File: config.mk
export PLATFORM = sky130hd
export DESIGN_NAME = sar_adc_seq
export DESIGN_NICKNAME = d
export VERILOG_FILES = /design/src/rtl/sar_pkg.sv /design/src/rtl/sar_core.sv /design/src/rtl/sar_adc_seq.sv
export SDC_FILE = /design/constraint.sdc
export NUM_CORES = 1
export LEC_CHECK = 0
export BUFFER_PORTS_ARGS = -buffer_cell sky130_fd_sc_hd__buf_4
export CELL_PAD_IN_SITES_DETAIL_PLACEMENT = 0
export CELL_PAD_IN_SITES_GLOBAL_PLACEMENT = 1
export CORE_MARGIN = 4
export CORE_UTILIZATION = 40
export CTS_CLUSTER_SIZE = 40
export DETAILED_ROUTE_END_ITERATION = 8
export PLACE_DENSITY = 0.81
export SLEW_MARGIN = 20
export SYNTH_ARGS = -nofsm -noshare
export SYNTH_HDL_FRONTEND = slang
export SYNTH_SLANG_ARGS = --single-unit
export TNS_END_PERCENT = 30
File: constraint.sdc
create_clock -name clk -period 1.95 [get_ports clk]
set_clock_uncertainty 0.2 [all_clocks]
set_input_delay 0.195 -clock clk [delete_from_list [all_inputs] [get_ports clk]]
set_output_delay 0.195 -clock clk [all_outputs]
set_load 0.02 [all_outputs]
File: src/rtl/sar_pkg.sv
// sar_pkg: shared state encoding and width helpers for the SAR sequencer
package sar_pkg;
  typedef enum logic [1:0] {IDLE, SAMPLE, CONV} state_t;
  localparam int CNT_W = 16;
  function automatic int clog2_min1(input int n);
    return n > 1 ? $clog2(n) : 1;
  endfunction
endpackage

File: src/rtl/sar_core.sv
// sar_core: one MSB-first binary search; go starts, done marks the LSB-compare cycle with code final
//   in  clk, rst, go, cmp   out DACF (trial code), code (resolved code), done
module sar_core import sar_pkg::*; #(
  parameter int ADC_WIDTH = 8
) (
  input  logic                 clk,
  input  logic                 rst,
  input  logic                 go,
  input  logic                 cmp,
  output logic [ADC_WIDTH-1:0] DACF,
  output logic [ADC_WIDTH-1:0] code,
  output logic                 done
);
  localparam int BW = clog2_min1(ADC_WIDTH);
  localparam logic [ADC_WIDTH-1:0] ONE = ADC_WIDTH'(1);
  logic [ADC_WIDTH-1:0] dac_q, dac_d;
  logic [BW-1:0] bit_q, bit_d;
  logic act_q, act_d;
  always_comb begin
    code = cmp ? dac_q : dac_q & ~(ONE << bit_q);
    done = act_q && bit_q == '0;
    act_d = go || (act_q && !done);
    bit_d = go ? BW'(ADC_WIDTH - 1) : (act_q && !done) ? bit_q - 1'b1 : bit_q;
    dac_d = go ? ONE << (ADC_WIDTH - 1) : (act_q && !done) ? code | (ONE << (bit_q - 1'b1)) : '0;
  end
  always_ff @(posedge clk or posedge rst)
    if (rst) begin
      dac_q <= '0;
      bit_q <= '0;
      act_q <= 1'b0;
    end else begin
      dac_q <= dac_d;
      bit_q <= bit_d;
      act_q <= act_d;
    end
  assign DACF = dac_q;
endmodule

File: src/rtl/sar_adc_seq.sv
// sar_adc_seq: multi-channel SAR ADC sequencer with settle window, averaging and scan/continuous modes
//   in  clk, rst (async), start, mode_scan, mode_cont, stop, ch_in, cmp
//   out DACF, ch_sel, smp, busy, den, Dout, dch, eoc
module sar_adc_seq import sar_pkg::*; #(
  parameter int ADC_WIDTH  = 8,
  parameter int NUM_CH     = 4,
  parameter int SETTLE_CYC = 2,
  parameter int AVG_LOG2   = 0,
  localparam int CH_W = clog2_min1(NUM_CH)
) (
  input  logic                 clk,
  input  logic                 rst,
  input  logic                 start,
  input  logic                 mode_scan,
  input  logic                 mode_cont,
  input  logic                 stop,
  input  logic [CH_W-1:0]      ch_in,
  input  logic                 cmp,
  output logic [ADC_WIDTH-1:0] DACF,
  output logic [CH_W-1:0]      ch_sel,
  output logic                 smp,
  output logic                 busy,
  output logic                 den,
  output logic [ADC_WIDTH-1:0] Dout,
  output logic [CH_W-1:0]      dch,
  output logic                 eoc
);
  localparam int AW = ADC_WIDTH + AVG_LOG2;
  localparam logic [CH_W-1:0] CH_LAST = CH_W'(NUM_CH - 1);
  localparam logic [CNT_W-1:0] SET_LAST = CNT_W'(SETTLE_CYC - 1);
  localparam logic [AVG_LOG2:0] K_LAST = (AVG_LOG2 + 1)'((1 << AVG_LOG2) - 1);
  state_t state_q, state_d;
  logic [CNT_W-1:0] cnt_q, cnt_d;
  logic [AVG_LOG2:0] nsmp_q, nsmp_d;
  logic [AW-1:0] acc_q, acc_d, sum;
  logic [CH_W-1:0] ch_q, ch_d, chin_q, chin_d, dch_q, dch_d, chc;
  logic [ADC_WIDTH-1:0] dout_q, dout_d, code;
  logic scan_q, scan_d, cont_q, cont_d, stop_q, stop_d, busy_q, busy_d;
  logic den_q, den_d, eoc_q, eoc_d, go, done, last;
  sar_core #(.ADC_WIDTH(ADC_WIDTH)) u_core (
    .clk(clk), .rst(rst), .go(go), .cmp(cmp), .DACF(DACF), .code(code), .done(done)
  );
  always_comb begin
    state_d = state_q;
    cnt_d = cnt_q;
    nsmp_d = nsmp_q;
    acc_d = acc_q;
    ch_d = ch_q;
    chin_d = chin_q;
    scan_d = scan_q;
    cont_d = cont_q;
    dout_d = dout_q;
    dch_d = dch_q;
    den_d = 1'b0;
    eoc_d = 1'b0;
    go = 1'b0;
    chc = ch_in > CH_LAST ? CH_LAST : ch_in;
    sum = acc_q + AW'(code);
    last = !scan_q || ch_q == CH_LAST;
    if (state_q == IDLE) begin
      if (start && !busy_q) begin
        state_d = SAMPLE;
        scan_d = mode_scan;
        cont_d = mode_cont;
        chin_d = chc;
        ch_d = mode_scan ? '0 : chc;
        cnt_d = '0;
        nsmp_d = '0;
        acc_d = '0;
      end
    end else if (state_q == SAMPLE) begin
      cnt_d = cnt_q + 1'b1;
      if (cnt_q == SET_LAST) begin
        go = 1'b1;
        cnt_d = '0;
        state_d = CONV;
      end
    end else if (done) begin
      state_d = SAMPLE;
      nsmp_d = nsmp_q + 1'b1;
      acc_d = sum;
      if (nsmp_q == K_LAST) begin
        nsmp_d = '0;
        acc_d = '0;
        den_d = 1'b1;
        dout_d = sum[AW-1:AVG_LOG2];
        dch_d = ch_q;
        eoc_d = last;
        ch_d = last ? (scan_q ? '0 : chin_q) : ch_q + 1'b1;
        // a stop seen in this very cycle still ends the sequence
        if (last && !(cont_q && !stop_q && !stop)) begin
          state_d = IDLE;
          ch_d = ch_q;
        end
      end
    end
    stop_d = state_d != IDLE && (stop_q || (stop && busy_q));
    // busy spans the eoc cycle so a start there is still ignored
    busy_d = state_d != IDLE || eoc_d;
  end
  always_ff @(posedge clk or posedge rst)
    if (rst) begin
      state_q <= IDLE;
      cnt_q <= '0;
      nsmp_q <= '0;
      acc_q <= '0;
      ch_q <= '0;
      chin_q <= '0;
      scan_q <= 1'b0;
      cont_q <= 1'b0;
      stop_q <= 1'b0;
      busy_q <= 1'b0;
      den_q <= 1'b0;
      eoc_q <= 1'b0;
      dout_q <= '0;
      dch_q <= '0;
    end else begin
      state_q <= state_d;
      cnt_q <= cnt_d;
      nsmp_q <= nsmp_d;
      acc_q <= acc_d;
      ch_q <= ch_d;
      chin_q <= chin_d;
      scan_q <= scan_d;
      cont_q <= cont_d;
      stop_q <= stop_d;
      busy_q <= busy_d;
      den_q <= den_d;
      eoc_q <= eoc_d;
      dout_q <= dout_d;
      dch_q <= dch_d;
    end
  assign ch_sel = ch_q;
  assign smp = state_q == SAMPLE;
  assign busy = busy_q;
  assign den = den_q;
  assign Dout = dout_q;
  assign dch = dch_q;
  assign eoc = eoc_q;
endmodule

==> impl_metrics.env <==
export IMPL_r2r_cells=6
export IMPL_layout_common_cells="57 x buf_4, 55 x nand2_1, 50 x dfrtp_1"
export IMPL_status="finished clean"
export IMPL_dp_hpwl_um=4230
export IMPL_clk_latency_ns=0.31
export IMPL_holdCritPathClass="input pin to flop"
export IMPL_hold_path_end="u_core.DACF[1]"
export IMPL_worst_pin_slew_ns=0.458
export IMPL_start_util=0.423
export IMPL_clock_path_buffers=2
export IMPL_htreeDepth=2
export IMPL_setup_violations=0
export IMPL_cts_made_buffers=5
export IMPL_track_usage=0.163
export IMPL_avgSynthCellArea_um2=9.65
export IMPL_netlist_area_um2=2570
export IMPL_grt_overflow=0
export IMPL_utilization=0.538
export IMPL_antenna_left=0
export IMPL_multi_input_area_um2=1250
export IMPL_path_class="flop to flop"
export IMPL_vias=2134
export IMPL_clk_pin_slew_ns=0.10
export IMPL_vdd_drop_max_uv=884
export IMPL_ys_warn_count=0
export IMPL_antenna_found_initial=0
export IMPL_firstDrtPassIters=4
export IMPL_end_kind="flop"
export IMPL_synth_nets=284
export IMPL_die_area_um2=7760
export IMPL_num_io_pins=33
export IMPL_fillers=573
export IMPL_rsz0062_at_grt="yes"
export IMPL_first_global_vias=2211
export IMPL_reg2reg_slack_ns=0.07
export IMPL_post_route_period_util=0.963
export IMPL_arrival_ns=1.88
export IMPL_drv_slew=0
export IMPL_crit_required_ns=1.95
export IMPL_synth_ff_type="dfrtp_1"
export IMPL_power_leakage_uw=0.00150
export IMPL_die_x_um=88.1
export IMPL_synthCells=266
export IMPL_port_buffers=32
export IMPL_grt_pass1_wl_um=10000
export IMPL_slowest_delay_ns=0.39
export IMPL_clock_tree_root_cell="clkbuf_8"
export IMPL_synth_edf_count=0
export IMPL_synthArstFlopShare=1.00
export IMPL_crit_slowest_cell="dfrtp_1"
export IMPL_yosysUniqueCellTypes=44
export IMPL_hp_start="cmp"
export IMPL_core_um2=6060
export IMPL_clock_sinks=50
export IMPL_rr_startpoint="u_core.bit_q[0]"
export IMPL_viasPerCell=5.28
export IMPL_wl_um=5790
export IMPL_post_drt_wl_per_cell_um=14.3
export IMPL_rr_endpoint="ch_sel[0]"
export IMPL_place_gp_congestion=0.842
export IMPL_chipHeight_um=88.1
export IMPL_slew_headroom=0.693
export IMPL_drive_above_1_share=0.255
export IMPL_yosysSeqAreaShare=0.488
export IMPL_nets=346
export IMPL_tritoncts="built"
export IMPL_syn_to_final_growth_pct=27.2
export IMPL_drtIter0Drc=52
export IMPL_grt_max_degree=24
export IMPL_crit_chain="inv_1, ha_1, nor2b_2, nand3_2, o21bai_1, mux2_2"
export IMPL_placementRows=28
export IMPL_route_detailed_drc=0
export IMPL_cp_start_kind="flop"
export IMPL_final_setup_tns_ns=0
export IMPL_cap_violations=0
export IMPL_whs_path_depth=5
export IMPL_period_minus_slack_ns=1.88
export IMPL_seq_area_um2=1250
export IMPL_worst_path_dominant_cell_family="flip-flops"
export IMPL_path_buf_inv=1
export IMPL_max_freq_ghz=0.533
export IMPL_antenna_cells=0
export IMPL_synth_seq_cells=50
export IMPL_p_per_area_nw_per_um2=1470
export IMPL_finalHoldViolations=0
export IMPL_final_common_cell="buf_4"
export IMPL_crit_fanout=3
==> power breakdown <==
part           switching, uW  internal, uW  total [uW]
Clock                    378           389         767
Sequential               305          1370        1680
Combinational           1290          1060        2360
==> timing repair <==
| action | CTS | global route |
|---|---|---|
| setup buffers | 1 | 0 |
| cloned | 0 | 0 |
| pin swaps | 1 | 0 |
| hold buffers | 7 | 0 |
| setup endpoints to repair | 8 | 11 |
| resized for setup | 0 | 5 |
| endpoints found under the hold margin | 24 | 0 |
==> sequential cells by signal (all words and copies together), names as in the netlist <==
| signal | cells |
|---|---|
| Dout | 8 |
| den | 1 |
| stop_q | 1 |
| u_core.act_q | 1 |
| busy | 1 |
| chin_q | 2 |
| scan_q | 1 |
| eoc | 1 |
| state_q | 2 |
| dch | 2 |
| ch_sel | 2 |
| cont_q | 1 |
| u_core.DACF | 8 |
| cnt_q | 16 |
| u_core.bit_q | 3 |
==> worst max-delay path by stage <==
stage / slack, ns / depth (start not counted) / start / to
floorplan: -0.009 / 6 / cnt_q[1] / cnt_q[0]
global placement: 0.02 / 6 / cnt_q[0] / cnt_q[14]
detailed placement: -0.05 / 6 / cnt_q[0] / cnt_q[15]
CTS: 0.02 / 6 / u_core.bit_q[1] / ch_sel[0]
global route: -0.04 / 7 / u_core.bit_q[0] / stop_q
finish: 0.07 / 6 / u_core.bit_q[0] / ch_sel[0]
==> tightest hold or removal path: cells and delay by family <==
| kind | cells | cell delay (ns) |
|---|---|---|
| simple gates | 3 | 0.19 |
| compound gates | 1 | 0.11 |
| buf+inv | 1 | 0.09 |
==> logic make-up (layout without fill, tap and decap cells) <==
kind of cell / count (synthesis) / count (layout) / share of synthesized area
mux: 12 / 12 / 0.0512
xor+xnor: 4 / 4 / 0.0137
buf+inv: 19 / 82 / 0.0332
simple gates: 109 / 109 / 0.217
fa+ha+maj: 9 / 9 / 0.0439
flops: 50 / 50 / 0.488
compound gates: 63 / 63 / 0.154
==> synth_stat cells (all sizes together) (3+ instances only) <==
master  number  area, um2
a21oi       18       90.1
a31oi       11       68.8
a41oi        5       62.6
and2         4       25.0
buf          6       36.3
clkbuf       4       15.0
dfrtp       50       1250
ha           9        113
inv          9       33.8
mux2         9        101
mux2i        3       30.0
nand2       55        206
nand2b       5       31.3
nand3       10       50.1
nand4        5       31.3
nor2        10       37.5
nor2b        5       31.3
nor4         3       55.1
o21ai       19       95.1
==> metal layers <==
layer	routed length (um)	vias to the layer above	GRT usage
met5	0	-	0
met4	66	0	0.0453
met3	258	6	0.0292
met2	2750	48	0.272
met1	2710	1014	0.219
li1	-	1066	-
==> final cells by class <==
class                   instances  share of cell area
clock buffers                   5              0.0211
multi-input cells             197               0.383
repair buffers                 65               0.159
clock inverters                 3              0.0146
flip-flops and latches         50               0.383
inverters                       9              0.0104
well taps                      75              0.0288
==> metrics by stage <==
step	cell area (um2)	instances	hold WS, ns	setup slack, ns	total power (uW)
global route	3260	404	0.164	-0.0411	5170
detailed placement	3040	388	0.0242	-0.0460	3950
global placement	3040	388	0.0201	0.0199	3900
finish	3260	404	0.117	0.0722	4800
floorplan	2570	266	0.130	-0.00948	3130
CTS	3250	404	0.113	0.0166	4820
Note: power is estimated with default switching activity, not from simulation.
